$ cat src/rtl/eightbit_ctrl.sv
// eightbit_ctrl: fetch/decode/execute sequencer for the 8-bit accumulator machine.
// Define EIGHTBIT_ZFLAG_EN to add the zero flag and the JZ (0x06) opcode.
module eightbit_ctrl #(
    parameter logic [7:0] RESET_PC     = 8'h00,
    parameter bit         ILLEGAL_HALT = 1'b0
) (
    input  logic       clk,
    input  logic       rst_n,
    input  logic [7:0] data_in,
    output logic [7:0] addr,
    output logic [7:0] data_out,
    output logic       we,
    output logic [7:0] alu_op,
    output logic [7:0] alu_a,
    output logic [7:0] alu_b,
    output logic       alu_en,
    input  logic [7:0] alu_y,
    output logic       halted,
    output logic       illegal
);

    typedef enum logic [2:0] {
        S_FETCH,
        S_DECODE,
        S_OPERAND,
        S_MEMRD,
        S_MEMWR,
        S_EXEC,
        S_HALT
    } state_e;

    state_e     state_q, state_d;
    logic [7:0] pc_q, pc_d;
    logic [7:0] ir_q, ir_d;
    logic [7:0] a_q, a_d;
    logic [7:0] b_q, b_d;
    logic [7:0] opr_q, opr_d;
    logic [7:0] addr_q, addr_d;
    logic       a_we;
    logic [7:0] a_nxt;
    logic       z_q;

`ifdef EIGHTBIT_ZFLAG_EN
    localparam bit ZEN = 1'b1;

    always_ff @(posedge clk or negedge rst_n) begin
        if (!rst_n) begin
            z_q <= 1'b0;
        end else if (a_we) begin
            z_q <= (a_nxt == 8'h00);
        end
    end
`else
    localparam bit ZEN = 1'b0;

    assign z_q = 1'b0;
`endif

    logic op_nop, op_ldai, op_ldb, op_ldam, op_sta;
    logic op_jmp, op_jz, op_alu, op_hlt;
    logic needs_opr, known, div0;

    assign op_nop    = (ir_q == 8'h00);
    assign op_ldai   = (ir_q == 8'h01);
    assign op_ldb    = (ir_q == 8'h02);
    assign op_ldam   = (ir_q == 8'h03);
    assign op_sta    = (ir_q == 8'h04);
    assign op_jmp    = (ir_q == 8'h05);
    assign op_jz     = ZEN && (ir_q == 8'h06);
    assign op_alu    = (ir_q[7:3] == 5'b00010);
    assign op_hlt    = (ir_q == 8'hFF);
    assign needs_opr = op_ldai | op_ldb | op_ldam | op_sta | op_jmp | op_jz;
    assign known     = needs_opr | op_alu | op_hlt | op_nop;
    assign div0      = (ir_q == 8'h13) && (b_q == 8'h00);

    always_comb begin
        state_d = state_q;
        pc_d    = pc_q;
        ir_d    = ir_q;
        b_d     = b_q;
        opr_d   = opr_q;
        addr_d  = addr_q;
        a_we    = 1'b0;
        a_nxt   = a_q;
        case (state_q)
            S_FETCH: begin
                ir_d    = data_in;
                pc_d    = pc_q + 8'd1;
                state_d = S_DECODE;
            end
            S_DECODE: begin
                unique case (1'b1)
                    needs_opr: begin
                        state_d = S_OPERAND;
                        addr_d  = pc_q;
                    end
                    op_alu:                  state_d = S_EXEC;
                    op_hlt:                  state_d = S_HALT;
                    (!known && ILLEGAL_HALT): state_d = S_HALT;
                    default: begin
                        state_d = S_FETCH;
                        addr_d  = pc_q;
                    end
                endcase
            end
            S_OPERAND: begin
                opr_d   = data_in;
                pc_d    = pc_q + 8'd1;
                addr_d  = pc_q + 8'd1;
                state_d = S_FETCH;
                unique case (1'b1)
                    op_ldai: begin
                        a_we  = 1'b1;
                        a_nxt = data_in;
                    end
                    op_ldb:  b_d = data_in;
                    op_ldam: state_d = S_MEMRD;
                    op_sta:  state_d = S_MEMWR;
                    (op_jmp || (op_jz && z_q)): begin
                        pc_d   = data_in;
                        addr_d = data_in;
                    end
                    default: ;
                endcase
            end
            S_MEMRD: begin
                a_we    = 1'b1;
                a_nxt   = data_in;
                addr_d  = pc_q;
                state_d = S_FETCH;
            end
            S_MEMWR: begin
                addr_d  = pc_q;
                state_d = S_FETCH;
            end
            S_EXEC: begin
                a_we    = !div0;
                a_nxt   = alu_y;
                addr_d  = pc_q;
                state_d = S_FETCH;
            end
            S_HALT:  state_d = S_HALT;
            default: state_d = S_FETCH;
        endcase
        a_d = a_we ? a_nxt : a_q;
    end

    always_ff @(posedge clk or negedge rst_n) begin
        if (!rst_n) begin
            state_q <= S_FETCH;
            pc_q    <= RESET_PC;
            ir_q    <= 8'h00;
            a_q     <= 8'h00;
            b_q     <= 8'h00;
            opr_q   <= 8'h00;
            addr_q  <= RESET_PC;
        end else begin
            state_q <= state_d;
            pc_q    <= pc_d;
            ir_q    <= ir_d;
            a_q     <= a_d;
            b_q     <= b_d;
            opr_q   <= opr_d;
            addr_q  <= addr_d;
        end
    end

    // Data accesses address through the operand latch; fetches use addr_q.
    assign addr     = (state_q == S_MEMRD || state_q == S_MEMWR) ? opr_q : addr_q;
    assign we       = (state_q == S_MEMWR);
    assign data_out = we ? a_q : 8'h00;
    assign alu_op   = (state_q == S_EXEC) ? ir_q : 8'h00;
    assign alu_a    = a_q;
    assign alu_b    = b_q;
    assign alu_en   = (state_q == S_EXEC) && !div0;
    assign halted   = (state_q == S_HALT);
    assign illegal  = (state_q == S_DECODE) && !known;

endmodule
$ cat config.mk
export PLATFORM = sky130hd
export DESIGN_NAME = eightbit_ctrl
export DESIGN_NICKNAME = d
export VERILOG_FILES = /design/src/rtl/eightbit_ctrl.sv
export SDC_FILE = /design/constraint.sdc
export NUM_CORES = 1
export LEC_CHECK = 0
export BUFFER_PORTS_ARGS = -buffer_cell sky130_fd_sc_hd__buf_2
export CORE_UTILIZATION = 49
export DETAILED_ROUTE_END_ITERATION = 16
export GPL_ROUTABILITY_DRIVEN = 0
export PLACE_DENSITY = 0.76
export SYNTH_ARGS = -nofsm -noshare
export SYNTH_HDL_FRONTEND = slang
export SYNTH_SLANG_ARGS = --single-unit
$ cat constraint.sdc
create_clock -name clk -period 1.9 [get_ports clk]
set_input_delay 0.38 -clock clk [delete_from_list [all_inputs] [get_ports clk]]
set_output_delay 0.38 -clock clk [all_outputs]
set_load 0.01 [all_outputs]
==> flow_summary.json <==
{
  "status": "finished with violations",
  "violations": "setup timing",
  "synth_edf_count": 0,
  "pwr-share-comb": 0.530,
  "grt_pass1_vias": 2562,
  "drc": 0,
  "slew_violations": 0,
  "cts_hold_buf": 0,
  "drt_iter0_markers": 147,
  "die_w_microns": 79.1,
  "vias": 2734,
  "synthesis.area_sq_mm": 0.00291,
  "cts_root_buffer": "clkbuf_8",
  "swShare": 0.385,
  "rsz0062_at_grt": "true",
  "skew_ns": 0.0116,
  "avgSynthCellArea_sq_um": 9.76,
  "ys_warn_count": 0,
  "ant_nets": 0,
  "r2r-start": "ir_q[3]$_DFFE_PN0P_",
  "post-place-ws_ns": -0.0792,
  "seq_area_frac_synth": 0.439,
  "fin_ws_ns": -0.212,
  "worst-r2r-cell-count": 7,
  "path_clk_slew_ns": 0.09,
  "multi_input_area_sq_mm": 0.00174,
  "startpoint_type": "flop",
  "drive_gt1_frac": 0.469,
  "synth.distinct_cells": 47,
  "wl_microns": 8310,
  "worstPathMaxFanout": 3,
  "ff_latch_area_sq_mm": 0.00128,
  "clockBufferDepth": 2,
  "area_growth_pct": 39.0,
  "async_reset_ff_frac": 1.00,
  "clock_sinks": 51,
  "first_pass_iters": 5,
  "grt_max_degree": 34,
  "place.port_buffers": 61,
  "grt.total_usage": 0.279,
  "antenna_found_initial": 0,
  "pwr_density_cell_mw_per_mm2": 1360,
  "p_int_mw": 3.38,
  "synth_top_area_frac": 0.439,
  "finalHoldViolCount": 0,
  "ioPinCount": 62,
  "critPathArrivalTime_ns": 1.73,
  "start_util": 0.519,
  "hp-class": "in2async",
  "finalCritPeriodShare": 1.11,
  "synthCells": 298,
  "maxCapViolations": 0,
  "cts_buffers": 5,
  "nets": 420,
  "clkPwrFrac": 0.116,
  "r2r_slack_ns": -0.08,
  "seqPwrFrac": 0.355,
  "ys.flop_type": "dfrtp_1",
  "end_kind": "output port",
  "clkLatencyLatePin_ns": 0.31,
  "cp.required_ns": 1.52,
  "reg2reg_to": "alu_a[2]$_DFFE_PN0P_",
  "min_period_ns": 2.11,
  "path_class": "reg2out",
  "die_h_microns": 79.1,
  "htreeDepth": 2,
  "syn_nets": 317,
  "p_leak_nw": 2.00,
  "max_freq_mhz": 473,
  "ir_worst_vdd_mv": 0.756,
  "grt_pass1_wl_microns": 13300,
  "fin_util": 0.721,
  "switching_power_mw": 2.12,
  "fillers": 408,
  "worst_slew_pin_slew_ns": 0.491,
  "rows": 27,
  "synth_seq_cells": 51,
  "cts_tree": "built",
  "antennaDiodeCount": 0,
  "dp_hpwl_microns": 5320,
  "setup_viol": 19,
  "core_sq_mm": 0.00561,
  "grt-ovfl-total": 0,
  "die_area_sq_mm": 0.00625,
  "synthTopCellsByArea": "dfrtp_1, mux2_2, nand2_1, mux2i_1, a21oi_1",
  "routed_via_density": 5.78,
  "wire_per_inst_microns": 17.6,
  "synth_top_area_cell": "dfrtp_1",
  "slew_headroom": 0.673
}
-- power by group through the flow --
stage | combinational [mW] | clock [mW] | sequential (mW)
after global routing | 3.15 | 0.687 | 2.01
after detailed placement | 2.26 | 0 | 1.93
final | 2.91 | 0.636 | 1.95
after global placement | 2.19 | 0 | 1.91
after floorplan | 1.50 | 0 | 1.85
after CTS | 2.78 | 0.642 | 1.92
-- area by class of cell --
type,count,share of cell area
Clock buffer,6,0.0204
Clock inverter,1,0.00124
Inverter,5,0.00464
Multi-Input combinational cell,227,0.431
Sequential cell,51,0.317
Tap cell,72,0.0223
Timing Repair Buffer,111,0.203
-- cell usage after synthesis (2+ instances only) --
| master | instances |
|---|---|
| nand2_1 | 49 |
| a21oi_1 | 15 |
| a31oi_1 | 3 |
| mux2i_1 | 17 |
| o31a_1 | 2 |
| and2_1 | 9 |
| o21ai_1 | 6 |
| nor3_1 | 2 |
| or3_1 | 2 |
| nand2b_1 | 3 |
| o21ai_2 | 2 |
| inv_1 | 5 |
| dfrtp_1 | 51 |
| xnor2_1 | 2 |
| nand3_1 | 10 |
| o21ai_0 | 15 |
| xor2_1 | 3 |
| buf_2 | 7 |
| nor2_1 | 17 |
| mux2_2 | 30 |
| nand4b_1 | 2 |
| clkbuf_1 | 9 |
| nor2b_1 | 2 |
| a2bb2oi_1 | 3 |
| and3_1 | 10 |
-- per-layer routing --
layer  GRT usage  share of wire  vias to the layer above
met2       0.464           0.49                       96
li1            -              -                     1271
met5           0              0                        -
met3      0.0333          0.047                       24
met1       0.378           0.43                     1343
met4      0.0909          0.028                        0
-- flip-flops by register name, indices dropped and copies added (netlist names) --
register	flops
addr_q	8
alu_a	8
alu_b	8
ir_q	8
opr_q	8
pc_q	8
state_q	3
-- critical path: stages, from the launching register on --
cell	delay (ns)
dfrtp_1	0.41
buf_6	0.12
nand4_1	0.15
buf_4	0.18
o31a_1	0.28
nor3b_2	0.15
buf_2	0.13
-- what timing repair did --
| item | in CTS | in global routing |
|---|---|---|
| gates cloned | 3 | 0 |
| setup endpoints to repair | 24 | 52 |
| gates resized for setup | 39 | 24 |
| pin swaps | 15 | 1 |
| setup buffers | 16 | 2 |
-- cells by family (layout without fill, tap and decap cells) --
family                     count (synthesis)  count (layout)  share of synthesized area
muxes                                     47              47                      0.175
AOI/OAI and AO/OA                         54              56                      0.125
buffers and inverters                     22             123                     0.0340
and+or+nand+nor                          118             118                      0.209
adders and majority gates                  1               1                    0.00430
DFF                                       51              51                      0.439
xor gates and xnor gates                   5               5                     0.0151
-- placed cells by master (no fill, tap or decap), types with 8 or more instances in the layout --
cell      n
mux2_2   20
buf_6    13
nand3_1  10
a21oi_1  11
and3_1    9
nand2_1  45
mux2_4   10
mux2i_1  16
o21ai_0  10
buf_4    39
buf_2    54
and2_1    8
dfrtp_1  46
o21ai_1  11
nor2_1   15
-- stage by stage --
step	setup TNS (ns)	cell area [sq um]	instances	hold slack (ns)	power [mW]
2_1_floorplan	0	2910	298	0.0844	3.35
3_3_place_gp	-0.0749	3490	446	0.356	4.11
3_5_place_dp	-0.593	3490	446	0.366	4.19
4_1_cts	-1.64	3940	472	0.0362	5.34
5_1_grt	-3.98	4040	473	0.0480	5.84
6_report	-2.03	4040	473	0.0183	5.50
-- worst max-delay path by stage --
stage / startpoint / to / cells after the start
6_report: ir_q[3]$_DFFE_PN0P_ / illegal / 6
5_1_grt: ir_q[3]$_DFFE_PN0P_ / illegal / 6
4_1_cts: state_q[1]$_DFF_PN0_ / addr[7] / 5
3_5_place_dp: ir_q[3]$_DFFE_PN0P_ / alu_a[6]$_DFFE_PN0P_ / 5
3_3_place_gp: ir_q[3]$_DFFE_PN0P_ / alu_a[0]$_DFFE_PN0P_ / 5
2_1_floorplan: ir_q[3]$_DFFE_PN0P_ / alu_a[2]$_DFFE_PN0P_ / 6
(Power assumes the default switching activity.)
